===== src/rtl/fetch_unit.sv =====
// RV32I instruction-fetch stage: PC, imem addressing, registered output with valid/ready.
// Optional FETCH_TRAP_EN adds alignment/range checks with a sticky fault.
module fetch_unit #(
    parameter logic [31:0] RESET_PC   = 32'h0000_0000,
    parameter int          IMEM_WORDS = 1024
) (
    input  logic        clk,
    input  logic        rst_n,
    output logic [31:0] imem_addr,
    input  logic [31:0] imem_instr,
    input  logic        redirect_valid,
    input  logic [31:0] redirect_pc,
    input  logic        halt,
    output logic        out_valid,
    input  logic        out_ready,
    output logic [31:0] out_instr,
    output logic [31:0] out_pc,
    output logic [31:0] out_pc_plus4,
    output logic        fault
);

    localparam logic [31:0] NOP        = 32'h0000_0013;
    localparam logic [32:0] BYTE_LIMIT = 33'(IMEM_WORDS) * 33'd4;

    typedef enum logic [1:0] {
        BOOT,
        RUN,
        HALTED
    } state_t;

    state_t      state;
    state_t      state_next;
    logic [31:0] pc;
    logic [31:0] pc_plus4;
    logic [31:0] redir_target;
    logic        redir_bad;
    logic        pc_oob;
    logic        load;
    logic        take_redir;
    logic        trap;

    assign pc_plus4  = pc + 32'd4;
    assign imem_addr = pc;

`ifdef FETCH_TRAP_EN
    assign redir_bad    = (redirect_pc[1:0] != 2'b00) ||
                          ({1'b0, redirect_pc} >= BYTE_LIMIT);
    assign pc_oob       = ({1'b0, pc} >= BYTE_LIMIT);
    assign redir_target = redirect_pc;
`else
    logic unused_cfg;
    assign unused_cfg   = ^{1'b0, redirect_pc[1:0], BYTE_LIMIT};
    assign redir_bad    = 1'b0;
    assign pc_oob       = 1'b0;
    assign redir_target = {redirect_pc[31:2], 2'b00};
`endif

    always_ff @(posedge clk or negedge rst_n) begin
        if (!rst_n) begin
            state <= BOOT;
        end else begin
            state <= state_next;
        end
    end

    // Redirect outranks halt and load; BOOT ignores everything.
    always_comb begin
        state_next = state;
        load       = 1'b0;
        take_redir = 1'b0;
        trap       = 1'b0;
        unique case (state)
            BOOT: state_next = RUN;
            RUN, HALTED: begin
                if (redirect_valid) begin
                    if (redir_bad) begin
                        trap       = 1'b1;
                        state_next = HALTED;
                    end else begin
                        take_redir = 1'b1;
                        state_next = RUN;
                    end
                end else if (state == RUN) begin
                    if (halt) begin
                        state_next = HALTED;
                    end else if (!out_valid || out_ready) begin
                        if (pc_oob) begin
                            trap       = 1'b1;
                            state_next = HALTED;
                        end else begin
                            load = 1'b1;
                        end
                    end
                end
            end
            default: state_next = BOOT;
        endcase
    end

    always_ff @(posedge clk or negedge rst_n) begin
        if (!rst_n) begin
            pc           <= RESET_PC;
            out_valid    <= 1'b0;
            out_instr    <= NOP;
            out_pc       <= 32'd0;
            out_pc_plus4 <= 32'd4;
            fault        <= 1'b0;
        end else if (take_redir) begin
            pc        <= redir_target;
            out_valid <= 1'b0;
        end else if (trap) begin
            fault     <= 1'b1;
            out_valid <= 1'b0;
        end else if (load) begin
            out_instr    <= imem_instr;
            out_pc       <= pc;
            out_pc_plus4 <= pc_plus4;
            out_valid    <= 1'b1;
            pc           <= pc_plus4;
        end else if (out_valid && out_ready) begin
            out_valid <= 1'b0;
        end
    end

endmodule

===== config.mk =====
export PLATFORM = sky130hd
export DESIGN_NAME = fetch_unit
export DESIGN_NICKNAME = d
export VERILOG_FILES = /design/src/rtl/fetch_unit.sv
export SDC_FILE = /design/constraint.sdc
export NUM_CORES = 1
export LEC_CHECK = 0
export BUFFER_PORTS_ARGS = -buffer_cell sky130_fd_sc_hd__clkbuf_2
export CORE_ASPECT_RATIO = 1.25
export CORE_UTILIZATION = 35
export DETAILED_ROUTE_END_ITERATION = 10
export PLACE_DENSITY = 0.69
export SYNTH_ARGS = -nofsm -noshare
export SYNTH_HDL_FRONTEND = slang
export SYNTH_SLANG_ARGS = --single-unit
export TNS_END_PERCENT = 30

===== constraint.sdc =====
create_clock -name clk -period 3.3 [get_ports clk]
set_clock_uncertainty 0.1 [all_clocks]
set_input_delay 0.495 -clock clk [delete_from_list [all_inputs] [get_ports clk]]
set_output_delay 0.495 -clock clk [all_outputs]
set_load 0.05 [all_outputs]

Word-level counts from Yosys, hierarchy flattened
Cells that the tools add are included.
{ "word_totals": {"reg_bits": 131, "output_inout_bits": 130} }
{ "op_classes": {"add_sub_neg": 1, "eq_ne": 4, "n_mux": 16, "bitwise": 1, "reduce_logical": 9} }
{ "ops": {"columns": ["cell", "count"], "rows": [
  ["$mux W32", 2],
  ["$add A32 B3 Y32 const B", 1],
  ["$mux W1", 10],
  ["$mux W2", 3],
  ["$ne A3 B3 Y1 const B", 2],
  ["$pmux W2 S2", 1],
  ["$reduce_and A2 Y1", 2],
  ["$reduce_bool A3 Y1", 1],
  ["$eq A2 B1 Y1 const B", 1],
  ["$eq A2 B2 Y1 const B", 1],
  ["$logic_not A2 Y1", 1],
  ["$reduce_bool A2 Y1", 1],
  ["$reduce_or A2 Y1", 1],
  ["$logic_and A1 B1 Y1", 1],
  ["$logic_not A1 Y1", 1],
  ["$logic_or A1 B1 Y1", 1],
  ["$not A1 Y1", 1]
]} }

Logic depth before layout (Yosys ltp)
Gate-level depths: netlist of run 1.
{ "logic_depth": {"ltp_word": 9, "ltp_mapped": 9, "depth_no_buf": 7} }

Worst setup path before layout of run 1
Ideal clock, no wire load.
{ "synth_timing": {"kind": "reg-to-reg", "from": "register pc[10], in the netlist imem_addr[10]", "to": "register out_pc_plus4[27]", "setup_time_ns": 0.125, "arrival_ns": 2.020, "required_time_ns": 3.075, "setup_slack_ns": 1.055, "path_stages_with_launch": 8, "path_buffers": 2, "synth_period_minus_slack_ns": 2.245, "cell_sequence": "dfrtp_1 -> buf_2 -> nand2_1 -> nor4_4 -> buf_6 -> nand4_2 -> xnor2_1 -> mux2_2"} }
{ "synth_via": {"elab_chain_len": 1} }
{ "synth_rtl": {"columns": ["item", "line", "source"], "rows": [
  ["start: declaration", "33", "logic [31:0] pc;"],
  ["start signal: assignment", "109", "pc <= redir_target;"],
  ["start signal: assignment", "119", "pc <= pc_plus4;"],
  ["$add A32 B3 Y32", "42", "assign pc_plus4 = pc + 32'd4;"],
  ["end signal: assignment", "117", "out_pc_plus4 <= pc_plus4;"],
  ["end: declaration", "18", "output logic [31:0] out_pc_plus4,"]
]} }
Every way passes these cells.
A chain may end at the register's enable or synchronous reset.

Worst setup path after layout of run 1
{ "layout_timing": {"from": "register state[0]", "to": "register pc[17], in the netlist imem_addr[17]"} }
{ "layout_via": {"elab_chain_len": 5, "word_cells_on_any_way": 9, "cone_classes": "eq/ne: 2; mux: 5; reduce/logical: 2"} }
{ "layout_rtl": {"columns": ["item", "line", "source"], "rows": [
  ["start: declaration", "31", "state_t state;"],
  ["start signal: assignment", "62", "state <= state_next;"],
  ["$eq A2 B1 Y1", "72, 83", null],
  ["$mux W1", "83", "end else if (state == RUN) begin"],
  ["$mux W1", "75", "if (redirect_valid) begin"],
  ["$mux W1", "72", "unique case (state)"],
  ["$reduce_bool A2 Y1 (no line)", null, null]
]} }
Parallel ways exist; a longest one is shown, timed or not.

==> flow_metrics.py, run 1 <==
metrics = {
    "sta": {
        "slew_headroom_pct": 48.8,
        "finalWorstPathRequiredPeriod_ns": 2.51,
        "period_share_pct": 76.1,
        "setup_slack_ns": 0.788,
        "worst_pin_slew_ns": 0.768,
        "rsz0062_at_grt": "no",
        "slew_viol_final": 0,
        "tns_ns": 0,
        "hold_violations": 0,
        "setup_viol": 0,
        "max_clock_freq_mhz": 398,
    },
    "placed_design": {
        "io_buffers": 189,
        "hpwlAfterDp_mm": 10.5,
        "dp_cells": 988,
        "place_ws_ns": 0.789,
        "gp_congestion": 0.737,
    },
    "synthesis": {
        "syn_inst": 618,
        "yosysUniqueCellTypes": 43,
        "synth_ff_type": "dfrtp_1",
        "synth_edf_count": 0,
        "syn_area_per_cell_um2": 9.13,
        "synth.cell_area_mm2": 0.00564,
        "synth_warnings": 0,
        "yosysTopAreaCell": "dfrtp_1",
        "synth_area_leaders": "dfrtp_1 (54%), nand2_1 (16%), o21ai_0 (4.3%)",
        "ys_async_sr_fraction_pct": 100,
        "ys_ff_latch": 125,
        "yosysSeqAreaShare_pct": 55.5,
        "synth_top_area_share_pct": 53.7,
    },
    "global_route": {
        "grt_use_total_pct": 19.4,
        "grt_pass1_vias": 4758,
        "gr-total-overflow": 0,
        "grt_max_degree": 85,
        "grt_pass1_wl_mm": 24.5,
        "antenna_found_initial": 0,
    },
    "clock_network": {
        "clock-sinks": 125,
        "ctsHtreeMaxLevel": 4,
        "cts_tree": "built",
        "clk_latency_ns": 0.41,
        "clockBufferDepth": 2,
        "post-cts-setup-buffer-count": 0,
        "cts_resized": 0,
        "cts_root_buffer": "clkbuf_16",
        "ctsHoldBuffers": 0,
        "cts_inserted_buffers": 17,
        "clk_pin_slew_ns": 0.06,
    },
    "detailed_routing": {
        "initialDrtViolationCount": 259,
        "drtPass1Iterations": 4,
        "wl_per_cell_um": 15.0,
        "dr_total_vias": 4843,
        "antenna_left": 0,
        "routed_via_density": 4.75,
        "drcViolationCount": 0,
        "wirelength_mm": 15.3,
    },
    "final_layout": {
        "layout.cells.non_filler": 1019,
        "area_growth_pct": 30.5,
        "drive_gt1_share_pct": 30.4,
        "final_cell_mix": "nand2_1 (241), clkbuf_2 (188), dfrtp_1 (121)",
        "mostFrequentLayoutCell": "nand2_1",
        "antenna_cells": 0,
        "final_nets": 868,
    },
    "floorplanning": {
        "dieArea_mm2": 0.0166,
        "core_mm2": 0.0157,
        "initial_core_util_pct": 35.9,
        "rows": 51,
        "die_h_um": 144,
        "boundaryPins": 199,
        "die_width_um": 116,
    },
    "pwr": {
        "totalPowerFinal_mw": 9.36,
        "power_density_mw_per_mm2": 1270,
        "worst_ir_drop_vdd_mv": 0.522,
        "p_leak_nw": 3.84,
    },
    "worst_setup_path": {
        "path_cells": "inv_1 -> ha_1 -> and4bb_2 -> nand2_4 -> buf_4 -> a31oi_1 -> o21ai_0 -> o311ai_0",
        "endpoint_kind": "register",
        "crit_slowest_cell": "nand2_4",
        "startpoint": "state[0]",
        "arrival_ns": 2.67,
        "worstPathRequired_ns": 3.46,
        "path_max_fanout": 62,
        "r2r_end": "imem_addr[17]",
        "ff2ff_setup_slack_ns": 0.79,
        "critical_path_class": "reg -> reg",
        "start_kind": "register",
        "r2r_cells": 8,
        "max_stage_delay_ns": 0.48,
        "reg2reg_from": "state[0]",
    },
    "run_status": {
        "status": "finished clean",
    },
    "flow_run": {
        "max_cap_violations": 0,
    },
    "worst_hold_path": {
        "min_path_type": "in -> async",
    },
}
[synth_stat cells, types with 10 or more instances]
| cell type | instances |
|---|---|
| a22oi_1 | 10 |
| buf_2 | 12 |
| clkbuf_1 | 19 |
| dfrtp_1 | 121 |
| nand2_1 | 242 |
| nand3_1 | 16 |
| nand4_1 | 10 |
| nor2_1 | 16 |
| o21ai_0 | 48 |
| xnor2_1 | 13 |
| xor2_1 | 14 |
[logic make-up (layout without fill, tap and decap cells)]
logic type | after synthesis | in the layout | synth area share, %
and+or+nand+nor | 311 | 311 | 23.5
DFF | 125 | 125 | 55.5
AOI/OAI and AO/OA | 92 | 92 | 10.3
buffers and inverters | 53 | 236 | 4.52
xor gates and xnor gates | 27 | 27 | 4.19
muxes | 5 | 5 | 0.976
adders and majority gates | 4 | 4 | 0.887
other | 1 | 7 | 0.0665
[critical path, delay by kind of cell (launching register included)]
kind	cells	cell delay, ns
simple gates	2	0.79
flops	1	0.39
fa+ha+maj	1	0.36
buf+inv	2	0.37
compound gates	3	0.33
[state kept, by name, indices dropped and copies added, names as in the netlist]
name          cells
imem_addr        30
out_pc           30
out_valid         1
out_instr        32
state             2
out_pc_plus4     30
[where the power goes]
group | internal (mW) | total, mW | switching (mW)
logic | 1.05 | 4.56 | 3.51
clock network | 1.23 | 1.92 | 0.692
registers | 2.23 | 2.88 | 0.658
[cell type report]
| type | count | area (um2) |
|---|---|---|
| Fill cell | 1556 | 8330 |
| Clock buffer | 22 | 464 |
| Tap cell | 212 | 265 |
| Inverter | 6 | 22.5 |
| Clock inverter | 9 | 136 |
| Sequential cell | 125 | 3130 |
| Multi-Input combinational cell | 446 | 2290 |
| Timing Repair Buffer | 199 | 1050 |
[routing by layer]
layer / routed length (um) / GRT usage (%) / vias up
li1: - / - / 2394
met1: 6800 / 23.4 / 2294
met2: 7430 / 33.3 / 138
met3: 797 / 4.72 / 17
met4: 261 / 6.97 / 0
met5: 0 / 0 / -
[per-stage QoR]
stage / cell area, um2 / hold slack [ns] / util [%]
after floorplan: 5670 / 0.0994 / -
after global placement: 6760 / 0.351 / 43.1
after detailed placement: 6760 / 0.350 / 43.1
after CTS: 7360 / 0.0635 / 46.9
after global routing: 7360 / 0.107 / 46.9
final: 7360 / 0.0360 / 46.9
[worst max-delay path by stage]
stage / slack (ns) / end
floorplan: 1.05 / out_pc_plus4[27]
global placement: 0.82 / imem_addr[17]
detailed placement: 0.79 / imem_addr[17]
CTS: 0.76 / imem_addr[17]
global route: 0.46 / imem_addr[17]
finish: 0.79 / imem_addr[17]
Note: power is estimated with default switching activity, not from simulation.
==> run 2, diff against run 1 <==
Settings changed: ABC_AREA set to 1, PLACE_DENSITY 0.69 to 0.71.
Clock period 3.3 ns to 2.2 ns, I/O delays scaled along.
==> run 2 against run 1 <==
Compared with the run above: area after synthesis grew 1.6%; power increased by 54%; global-route usage is 0.55 points higher; register-to-register slack worse by 0.59 ns; critical endpoint unchanged; largest cell class unchanged.
==> flow_metrics.py, run 2 <==
metrics = {
    "final_layout": {
        "layout.cells.non_filler": 1142,
        "fin_area_mm2": 0.00767,
        "final_cell_mix": "nand2_1 (334), clkbuf_2 (188), dfrtp_1 (121)",
        "largest_reg_flops": 32,
        "antenna_cells": 0,
        "final_nets": 990,
        "mostFrequentLayoutCell": "nand2_1",
        "utilization_pct": 48.5,
        "area_growth_pct": 33.9,
        "largest_register": "out_instr",
        "drive_gt1_share_pct": 28.0,
    },
    "flow_run": {
        "max_cap_violations": 0,
    },
    "clock_network": {
        "post-cts-setup-buffer-count": 0,
        "cts_inserted_buffers": 17,
        "cts_root_buffer": "clkbuf_16",
        "cts_tree": "built",
        "ctsHtreeMaxLevel": 4,
        "clock-sinks": 125,
        "clk_latency_ns": 0.42,
        "clockBufferDepth": 2,
        "clk_pin_slew_ns": 0.06,
    },
    "worst_setup_path": {
        "path_max_fanout": 18,
        "path_cells": "inv_1 -> ha_1 -> nand2_1 -> inv_2 -> nand4_4 -> nand2_4 -> inv_2 -> nand2_1 -> nand3_1",
        "startpoint": "state[0]",
        "max_stage_delay_ns": 0.38,
        "start_kind": "register",
        "cp-endpoint": "imem_addr[17]",
        "ff2ff_setup_slack_ns": 0.20,
        "r2r_cells": 9,
        "crit_slowest_cell": "dfrtp_1",
        "endpoint_kind": "register",
        "critical_path_class": "reg -> reg",
        "r2r_end": "imem_addr[17]",
        "reg2reg_from": "state[0]",
        "arrival_ns": 2.19,
        "worstPathRequired_ns": 2.39,
    },
    "synthesis": {
        "ys_async_sr_fraction_pct": 100,
        "synth_top_area_share_pct": 52.8,
        "yosysTopAreaCell": "dfrtp_1",
        "synth_ff_type": "dfrtp_1",
        "yosysUniqueCellTypes": 28,
        "yosysSeqAreaShare_pct": 54.7,
        "synth_area_leaders": "dfrtp_1 (53%), nand2_1 (22%), nand3_1 (4.5%)",
        "synth.top_cells.by_count": "nand2_1 (334), dfrtp_1 (121), inv_1 (52)",
        "synth_warnings": 0,
        "syn_inst": 712,
        "syn_area_per_cell_um2": 8.05,
        "synth_edf_count": 0,
        "synth.cell_area_mm2": 0.00573,
        "post-synth-top-count-cell": "nand2_1",
        "ys_ff_latch": 125,
    },
    "detailed_routing": {
        "wirelength_mm": 16.1,
        "dr_total_vias": 5208,
        "initialDrtViolationCount": 334,
        "wl_per_cell_um": 14.1,
        "antenna_left": 0,
        "drcViolationCount": 0,
        "drtPass1Iterations": 5,
        "routed_via_density": 4.56,
        "dr.max_layer_used": "met4",
        "routed-wl-met2_mm": 8.02,
        "met3_length_um": 781,
        "met1_length_mm": 7.01,
    },
    "sta": {
        "setup_viol": 0,
        "hold_violations": 0,
        "finalWorstPathRequiredPeriod_ns": 2.00,
        "max_clock_freq_mhz": 500,
        "period_share_pct": 90.8,
        "setup_slack_ns": 0.202,
        "tns_ns": 0,
        "rsz0062_at_grt": "no",
        "slew_viol_final": 0,
    },
    "floorplanning": {
        "die_h_um": 145,
        "dieArea_mm2": 0.0169,
        "core_mm2": 0.0158,
        "initial_core_util_pct": 36.2,
        "rows": 51,
        "die_width_um": 116,
        "boundaryPins": 199,
    },
    "pwr": {
        "power_density_mw_per_mm2": 1880,
        "worst_ir_drop_vdd_mv": 0.871,
        "p_leak_nw": 4.21,
    },
    "worst_hold_path": {
        "min_path_type": "in -> reg",
        "whs_path_depth": 3,
    },
    "global_route": {
        "grt_max_degree": 72,
        "antenna_found_initial": 0,
        "grt_use_total_pct": 20.0,
        "grt_pass1_vias": 5061,
        "grt_pass1_wl_mm": 25.5,
        "gr-total-overflow": 0,
    },
    "placed_design": {
        "place_area_mm2": 0.00691,
        "place_ws_ns": 0.219,
        "hpwlAfterDp_mm": 11.7,
        "io_buffers": 189,
        "dp_cells": 1098,
        "gp_congestion": 0.861,
    },
    "run_status": {
        "status": "finished clean",
    },
}
## run 2: area by class of cell
class                   count  area, um2
multi-input cells         506       2240
clock inverters            10        160
well taps                 212        265
fillers                  1578       8150
repair buffers            211       1180
clock buffers              22        484
flip-flops and latches    125       3130
inverters                  56        210
## run 2: cells by family after synthesis
family | Yosys count | synth area share, %
AOI/OAI and AO/OA | 55 | 5.04
xor gates and xnor gates | 5 | 0.764
adders and majority gates | 4 | 0.873
buffers and inverters | 87 | 6.75
DFF | 125 | 54.7
other | 1 | 0.0654
and+or+nand+nor | 435 | 31.8
## run 2: critical path: cells and delay by family, from the launching register on
kind,cells,cell delay [ns]
AND/OR/NAND/NOR,5,0.70
adder cells (fa/ha/maj),1,0.30
flip-flops,1,0.38
buffers and inverters,3,0.40
## run 2: repair_timing
action	4_1_cts	5_1_grt
hold buffers	12	0
resized for setup	0	0
hold endpoints to repair	132	0
## run 2: metal layers
layer / GRT usage, % / vias up
met5: 0 / -
met1: 24.1 / 2436
li1: - / 2609
met4: 6.86 / 0
met3: 5.22 / 24
met2: 33.8 / 139
## run 2: where the power goes
part	switching [mW]	leakage, nW	internal (mW)
Clock	1.03	0.304	2.01
Sequential	0.826	1.57	3.37
Combinational	5.66	2.34	1.53
Total	7.52	4.21	6.91
## run 2: how the worst min path moves through the flow
| stage | start | to |
|---|---|---|
| 2_1_floorplan | rst_n | imem_addr[10] |
| 4_1_cts | imem_instr[28] | out_instr[28] |
| 3_5_place_dp | rst_n | out_instr[30] |
| 5_1_grt | imem_instr[15] | out_instr[15] |
| 3_3_place_gp | rst_n | out_instr[30] |
| 6_report | imem_instr[28] | out_instr[28] |
## run 2: metrics by stage
stage                     hold slack (ns)  total power, mW
after floorplan                   -0.0656             9.56
after global placement              0.268             11.3
after detailed placement            0.266             11.5
after CTS                         0.00111             14.6
after global routing               0.0190             15.3
final                              0.0164             14.4
